## src/rtl/uart_arb_pkg.sv

```systemverilog
// Shared types and helpers for the UART transmit arbiter.
// Holds the arbiter state encoding, the byte width and the grant-index width helper.
package uart_arb_pkg;

    localparam int BYTE_W = 8;

    typedef enum logic [1:0] {
        IDLE,
        LAUNCH,
        WAIT_HI,
        WAIT_LO
    } arb_state_t;

    function automatic int idw(input int n);
        return (n > 1) ? $clog2(n) : 1;
    endfunction

endpackage

```

## src/rtl/uart_tx_arbiter_rr_pick.sv

```systemverilog
// Combinational round-robin picker: first valid index at or after rr_ptr, wrapping modulo N_REQ.
// Kept generic so other shared-resource arbiters can reuse it.
module rr_pick
    import uart_arb_pkg::*;
#(
    parameter int N_REQ = 4
) (
    input  logic [N_REQ-1:0]       req_valid,
    input  logic [idw(N_REQ)-1:0]  rr_ptr,
    output logic                   found,
    output logic [idw(N_REQ)-1:0]  idx
);

    localparam int IDW = idw(N_REQ);

    logic [IDW:0] cand;

    // Walk offsets from the far end down so the smallest offset from rr_ptr wins.
    always_comb begin
        found = 1'b0;
        idx   = '0;
        cand  = '0;
        for (int k = N_REQ - 1; k >= 0; k--) begin
            cand = {1'b0, rr_ptr} + (IDW + 1)'(k);
            if (cand >= (IDW + 1)'(N_REQ)) begin
                cand = cand - (IDW + 1)'(N_REQ);
            end
            if (req_valid[cand[IDW-1:0]]) begin
                found = 1'b1;
                idx   = cand[IDW-1:0];
            end
        end
    end

endmodule

```

## src/rtl/uart_tx_arbiter.sv

```systemverilog
// Round-robin arbiter sharing one UART_TX serializer between N_REQ byte producers.
// Optional burst lock (keep the grant on a locking requester) is enabled with UART_ARB_LOCK_EN.
module uart_tx_arbiter
    import uart_arb_pkg::*;
#(
    parameter int N_REQ         = 4,
    parameter int START_TIMEOUT = 4
) (
    input  logic                    clk,
    input  logic                    rst,
    input  logic [N_REQ-1:0]        req_valid,
    input  logic [BYTE_W*N_REQ-1:0] req_data,
    input  logic [N_REQ-1:0]        req_lock,
    output logic [N_REQ-1:0]        req_ack,
    output logic                    tx_start,
    output logic [BYTE_W-1:0]       tx_byte,
    input  logic                    tx_busy,
    output logic [idw(N_REQ)-1:0]   grant_id,
    output logic                    active
);

    localparam int IDW   = idw(N_REQ);
    localparam int CNT_W = $clog2(START_TIMEOUT + 1);

    arb_state_t       state;
    arb_state_t       state_next;
    logic [IDW-1:0]   rr_ptr;
    logic [IDW-1:0]   ptr_adv;
    logic [CNT_W-1:0] cnt;
    logic             pick_found;
    logic [IDW-1:0]   pick_idx;
    logic             grant;
    logic             hold;

    rr_pick #(.N_REQ(N_REQ)) u_pick (
        .req_valid (req_valid),
        .rr_ptr    (rr_ptr),
        .found     (pick_found),
        .idx       (pick_idx)
    );

    // Leftover or foreign tx_busy in IDLE blocks any new grant.
    assign grant   = (state == IDLE) && !tx_busy && pick_found;
    assign ptr_adv = (grant_id == IDW'(N_REQ - 1)) ? '0 : grant_id + IDW'(1);
    assign active  = (state != IDLE);

`ifdef UART_ARB_LOCK_EN
    assign hold = req_lock[grant_id] && req_valid[grant_id];
`else
    logic unused_lock;
    assign unused_lock = ^req_lock;
    assign hold        = 1'b0;
`endif

    always_comb begin
        state_next = state;
        case (state)
            IDLE:    if (grant) state_next = LAUNCH;
            LAUNCH:  state_next = WAIT_HI;
            WAIT_HI: begin
                if (tx_busy) begin
                    state_next = WAIT_LO;
                end else if (cnt == CNT_W'(START_TIMEOUT)) begin
                    state_next = IDLE;
                end
            end
            WAIT_LO: if (!tx_busy) state_next = IDLE;
            default: state_next = IDLE;
        endcase
    end

    always_ff @(posedge clk) begin
        if (rst) begin
            state    <= IDLE;
            req_ack  <= '0;
            tx_start <= 1'b0;
            tx_byte  <= '0;
            grant_id <= '0;
            rr_ptr   <= '0;
            cnt      <= '0;
        end else begin
            state    <= state_next;
            req_ack  <= '0;
            tx_start <= (state == LAUNCH);
            if (grant) begin
                tx_byte  <= req_data[BYTE_W*pick_idx +: BYTE_W];
                grant_id <= pick_idx;
                req_ack  <= N_REQ'(1) << pick_idx;
            end
            // cnt counts WAIT_HI cycles after the tx_start cycle; a timed-out launch is not retried.
            if (state == LAUNCH) begin
                cnt <= '0;
            end else if (state == WAIT_HI && cnt != CNT_W'(START_TIMEOUT)) begin
                cnt <= cnt + CNT_W'(1);
            end
            if (state == WAIT_LO && !tx_busy) begin
                rr_ptr <= hold ? grant_id : ptr_adv;
            end
        end
    end

endmodule

```

## config.mk

```make
export PLATFORM = sky130hd
export DESIGN_NAME = uart_tx_arbiter
export DESIGN_NICKNAME = d
export VERILOG_FILES = /design/src/rtl/uart_arb_pkg.sv /design/src/rtl/uart_tx_arbiter_rr_pick.sv /design/src/rtl/uart_tx_arbiter.sv
export SDC_FILE = /design/constraint.sdc
export NUM_CORES = 1
export LEC_CHECK = 0
export CELL_PAD_IN_SITES_DETAIL_PLACEMENT = 0
export CELL_PAD_IN_SITES_GLOBAL_PLACEMENT = 1
export CORE_ASPECT_RATIO = 0.8
export CORE_MARGIN = 2
export CORE_UTILIZATION = 30
export DETAILED_ROUTE_END_ITERATION = 10
export PLACE_DENSITY = 0.92
export SYNTH_ARGS = -nofsm -noshare
export SYNTH_HDL_FRONTEND = slang
export SYNTH_HIERARCHICAL = 1
export SYNTH_SLANG_ARGS = --single-unit
```

## constraint.sdc

```tcl
create_clock -name clk -period 2.72 [get_ports clk]
set_input_delay 0.544 -clock clk [delete_from_list [all_inputs] [get_ports clk]]
set_output_delay 0.544 -clock clk [all_outputs]
set_load 0.01 [all_outputs]
```

Yosys cells after proc, flatten, opt, wreduce, memory -nomap -nowiden
Cells that the tools add are included.

Order comparisons: 8. Eq/ne operators: 9. Reductions and logical operators: 10. Bitwise operators: 1. Add/sub/neg operators: 9. Mux-type cells: 26. Shift operators: 2.

Operators with widths (count): 32-bit by 6-bit variable part select with 8-bit output (1); 2-bit two-way mux (13); 2-bit by 3-bit < comparator with 1-bit output, second input constant (4); 3-bit greater-or-equal comparator, second input constant (3); 1-bit binary-select mux with 2-bit select (4); 1-bit two-way mux (8); 2-bit case mux with 4 select lines (1); 2-bit by 1-bit subtractor with 2-bit output, second input constant (4); 2-bit by 2-bit adder with 3-bit output, second input constant (2); 2-bit equality test, second input constant (3); 3-bit != test, second input constant (2); 1-bit logical AND (4); 2-bit != test, second input constant (2); 2-bit OR reduction (2); 1-bit by 2-bit << shifter with 4-bit output, first input constant (1); 2-bit by 1-bit adder with 3-bit output, second input constant (1); 3-bit by 1-bit adder with 3-bit output, second input constant (1); 3-bit equality test, second input constant (1); 2-bit by 3-bit greater-or-equal comparator with 1-bit output, second input constant (1); 3-bit AND reduction (1); 2-bit by 1-bit adder with 2-bit output, second input constant (1); 2-bit by 1-bit equality test with 1-bit output, second input constant (1); 2-bit zero test (1); 2-bit nonzero test (1); other kinds (2) (2).

Register bits after elaboration: 22. Input port bits: 43. Output and inout bits: 16. Word-level logic and storage cells: 72.

Logic depth before layout (Yosys ltp)
Depth after elaboration: 12. Gate-level depth with buffers: 7. Mapped depth without buffers: 6.

Modules after synthesis
The synthesis kept the hierarchy.

By module, submodules not included: uart_tx_arbiter (area each 1031.0 µm², sequential area each 440.4 µm², times used 1, cells each 88); rr_pick (area each 77.6 µm², sequential area each 0.0 µm², times used 1, cells each 13).

Least setup slack after synthesis
OpenSTA, ideal clock, no wires.

Path kind: input -> register. From: input port req_valid[3]. To: register tx_byte[0]. Path slack: 0.786 ns. Arrival: 1.818 ns. Stages: 5. Buffers on the path: 1. Required time: 2.603 ns. Setup time: 0.117 ns. Cells stage by stage: mux2i_1 -> a211oi_2 -> buf_6 -> mux4_2 -> a22o_1.

Longest elaborated chain between the ends: 7. Elaborated cells between the ends (all ways): 18. Those cells by class: shift: 1; mux: 16; reduce/logical: 1.

Ends and longest elaborated chain: start, declared (RTL line uart_tx_arbiter.sv:11) `input logic [N_REQ-1:0] req_valid,`; 1-bit binary-select mux with 2-bit select (RTL line uart_tx_arbiter_rr_pick.sv:28) `if (req_valid[cand[IDW-1:0]]) begin`; 1-bit two-way mux (not written as such) (RTL line uart_tx_arbiter_rr_pick.sv:28); 2-bit two-way mux (3 in series) (RTL line uart_tx_arbiter_rr_pick.sv:28); 2-bit two-way mux (*) (RTL line uart_tx_arbiter_rr_pick.sv:28); net pick_idx[0] (RTL line uart_tx_arbiter.sv:31) `logic [IDW-1:0] pick_idx;`; 32-bit by 6-bit variable part select with 8-bit output (*) (RTL line uart_tx_arbiter.sv:86) `tx_byte <= req_data[BYTE_W*pick_idx +: BYTE_W];`; end signal, assigned (RTL line uart_tx_arbiter.sv:86); end, declared (RTL line uart_tx_arbiter.sv:16) `output logic [BYTE_W-1:0] tx_byte,`.

The timed path passes the listed nets; every way through them passes the cells marked *. The select of a mux whose other input is x is not followed. A chain may end at the register's enable or synchronous reset.

Final worst setup path
From: input port req_valid[1]. To: register tx_byte[7].

The elaborated chain is that of the path after synthesis.

==> qor.txt <==
CRITICAL PATH
------------------------------------------------------------------------------------------------------
Ordered list of cells on the worst path                                                   clkdlybuf4s50_1, nor3b_1, a211oi_1, nor2_1, mux4_2, a22o_1
Crit path max-delay cell type                                                                   nor2_1
Biggest fanout along the worst timing path                                                          13
Crit path arrival time                                                                         2.72 ns
Crit path kind                                                                            input port to register
Peak per-stage delay on the critical path                                                      0.76 ns
Endpoint required time on the critical path                                                    2.89 ns
Critical path startpoint category                                                           input port
Crit end category                                                                             register

CLOCK NETWORK
------------------------------------------------------------------------------------------------------
Buffer type at the clock tree root                                                            clkbuf_8
PostCTS Resize Cnt                                                                                   0
TritonCTS clock tree                                                                               yes
Clock latency at the later pin of the worst-skew pair                                          0.27 ns
Total number of H-tree levels                                                                        1
Number of buffers between clock root and the deepest sink                                            2
CTS sink cnt                                                                                        22
CTS Hold Buffers Added                                                                               0
Post CTS Setup Buffer Count                                                                          0
Clock transition at the register clock pins on the worst setup and hold paths after CTS        0.08 ns
Total clock buffers created by CTS                                                                   3

PWR
------------------------------------------------------------------------------------------------------
Largest vdd supply drop                                                                      0.1900 mV
Sw power                                                                                     0.1973 mW
Fraction of power spent switching nets                                                          24.82%
Cell internal power dissipation                                                              0.5978 mW
Static leakage power                                                                         0.6576 nW
Relative contribution of combinational cells to total power                                      24.4%
Relative contribution of sequential cells to total power                                         45.5%
Power after layout                                                                           0.7951 mW
Clock network fraction of design power                                                           30.1%
Power Density                                                                             461.8 nW/um2

GLOBAL ROUTING
------------------------------------------------------------------------------------------------------
Via count of the first global-routing pass                                                         961
Aggregate global routing overflow                                                                    0
First-pass GRT wire length                                                                    4.505 mm
All-Layer GR Usage                                                                              14.04%
Pin count of the biggest net entering global routing                                                14
Number of antenna violations at the first check in global routing                                    0

ROUTING
------------------------------------------------------------------------------------------------------
Number of vias per cell after detailed routing                                                   5.092
Final routed wirelength across all metal layers                                               2.960 mm
Remaining routing DRC violations                                                                     0
Iteration count of the initial detailed-routing pass                                                 4
Number of routed nets with antenna violations                                                        0
Via Count                                                                                          998
Initial detailed-routing violation count                                                            43
Post-detailed-route wirelength per cell                                                       15.10 um

DIE
------------------------------------------------------------------------------------------------------
Core Footprint                                                                                3495 um2
Placement Rows                                                                                      19
Starting Density                                                                                31.72%
# IOs                                                                                               59
Chip Height                                                                                   58.37 um
Die X                                                                                         71.97 um
Die area                                                                                      4201 um2

MIN PATH
------------------------------------------------------------------------------------------------------
Path category of the worst min-delay check                                                register to register

STA
------------------------------------------------------------------------------------------------------
Part of the cycle the worst path needs                                                          93.82%
RSZ-0062 raised after global routing                                                             false
Transition time at the pin with the least slew margin                                        0.9954 ns
Worst slew slack as a fraction of its limit                                                     33.40%
Post-route setup TNS                                                                              0 ns
Hold slack                                                                                   0.4865 ns
Final setup skew                                                                           0.005420 ns
Setup violators final                                                                                0
Max Clk Rate                                                                                 391.9 MHz
Final slew viol count                                                                                0
Final period demand of the worst path                                                         2.552 ns
Hold Fails Final Rpt                                                                                 0

FINISH
------------------------------------------------------------------------------------------------------
Fill count                                                                                         308
Number of antenna cells inserted                                                                     0
Proportion of layout cells with a drive suffix above 1                                          10.39%
Post-synthesis to final-layout area growth                                                      55.30%
Leading cell types in the layout, fill and taps excluded                                  54 x clkdlybuf4s50_1, 22 x dfxtp_1, 12 x nor2_1
Most common cell after layout, fill and taps aside                                        clkdlybuf4s50_1
Number of nets in the finished design                                                              201

SYNTHESIS
------------------------------------------------------------------------------------------------------
Area of the mapped netlist                                                                    1109 um2
Portion of the post-synthesis area used by sequential elements                                  39.73%
Synth warn                                                                                           6
Number of different library cells in the post-synthesis netlist                                     30
Synthesized netlist cell count                                                                     101
Flops & latches, synth                                                                              22
Top cells by area in the synthesized netlist                                              dfxtp_1 40%, mux4_2 14%, a22o_1 7.9%
Post-synth top area cell                                                                       dfxtp_1
Proportion of netlist area held by the largest area contributor                                 39.73%
Post-Synthesis Mean Instance Area                                                            10.98 um2
Post-synth net total                                                                               147

RUN
------------------------------------------------------------------------------------------------------
Max-cap violations                                                                                   0

PLACEMENT
------------------------------------------------------------------------------------------------------
Last weighted congestion value of the routability-driven placer                                 0.7562
Number of port buffers                                                                              54
Final HPWL from detailed placement                                                            2.271 mm

OUTCOME
------------------------------------------------------------------------------------------------------
Run status                                                                                finished clean

[through the flow]
stage | instances | util, % | setup WS [ns] | area, um2
after floorplan | 101 | - | 0.7855 | 1109
after global placement | 192 | 47.69 | -0.03567 | 1667
after detailed placement | 192 | 47.69 | -0.1005 | 1667
after CTS | 196 | 49.27 | 0.1859 | 1722
after global routing | 196 | 49.27 | 0.001132 | 1722
final | 196 | 49.27 | 0.1682 | 1722
[worst max-delay path: cells and delay by family]
family / cells / cell delay [ns]
buffers and inverters: 1 / 0.44
AND/OR/NAND/NOR: 2 / 1.01
AO/OA/AOI/OAI: 2 / 0.31
multiplexers: 1 / 0.41
[cell usage after synthesis]
cell type	number
a2111oi_0	1
a211oi_1	2
a211oi_2	1
a21o_1	1
a21oi_1	7
a22o_1	10
a22oi_1	2
and2b_1	1
and3_1	1
and3b_1	1
buf_2	4
buf_6	2
dfxtp_1	22
ha_1	3
inv_1	2
mux2i_1	2
mux4_1	1
mux4_2	7
nand2_1	7
nand2b_1	3
nand3b_1	1
nor2_1	12
nor2b_1	1
nor3_1	1
nor3b_1	1
nor3b_2	1
nor4b_1	1
nor4b_4	1
o21ai_0	1
or2_2	1
[final timing paths]
| kind | depth (start not counted) | end | slack [ns] | start |
|---|---|---|---|---|
| worst max register to register | 5 | tx_byte[7]$_SDFFE_PP0P_ | 0.49 | rr_ptr[0]$_SDFFE_PP0P_ |
| worst min register to register | 1 | tx_byte[1]$_SDFFE_PP0P_ | 0.49 | tx_byte[1]$_SDFFE_PP0P_ |
| worst min-delay path | 1 | tx_byte[1]$_SDFFE_PP0P_ | 0.49 | tx_byte[1]$_SDFFE_PP0P_ |
| worst max-delay path | 6 | tx_byte[7]$_SDFFE_PP0P_ | 0.17 | req_valid[1] |
[cell families after synthesis]
| group | share of synthesized area (%) |
|---|---|
| AOI/OAI and AO/OA | 16.82 |
| buffers and inverters | 4.515 |
| adders and majority gates | 3.386 |
| and+or+nand+nor | 17.16 |
| muxes | 18.40 |
| DFF | 39.73 |
[flip-flops by register name, indices dropped and copies added, names as in the netlist]
name      cells
tx_byte       8
tx_start      1
cnt           3
grant_id      2
req_ack       4
rr_ptr        2
state         2
[routing by layer]
| layer | track usage [%] | share of wire, % | vias up |
|---|---|---|---|
| li1 | - | - | 482 |
| met4 | 5.660 | 1.6 | 0 |
| met3 | 4.452 | 5.1 | 6 |
| met1 | 17.44 | 42 | 481 |
| met5 | 0 | 0 | - |
| met2 | 22.88 | 51 | 29 |
[power by group through the flow]
stage               Clock (mW)  Combinational, mW  Sequential (mW)
floorplan                    0             0.0920            0.369
global placement             0              0.189            0.368
detailed placement           0              0.195            0.369
CTS                      0.245              0.196            0.362
global route             0.260              0.208            0.366
finish                   0.239              0.194            0.362
[cell type report]
class	instances	area [um2]	area share [%]
Sequential cell	22	440.4	25.58
Multi-Input combinational cell	71	618.1	35.90
Timing Repair Buffer	55	548.0	31.83
Tap cell	42	52.55	3.052
Inverter	2	7.507	0.4360
Clock buffer	4	55.05	3.198
Power figures use the tool's default switching activity.
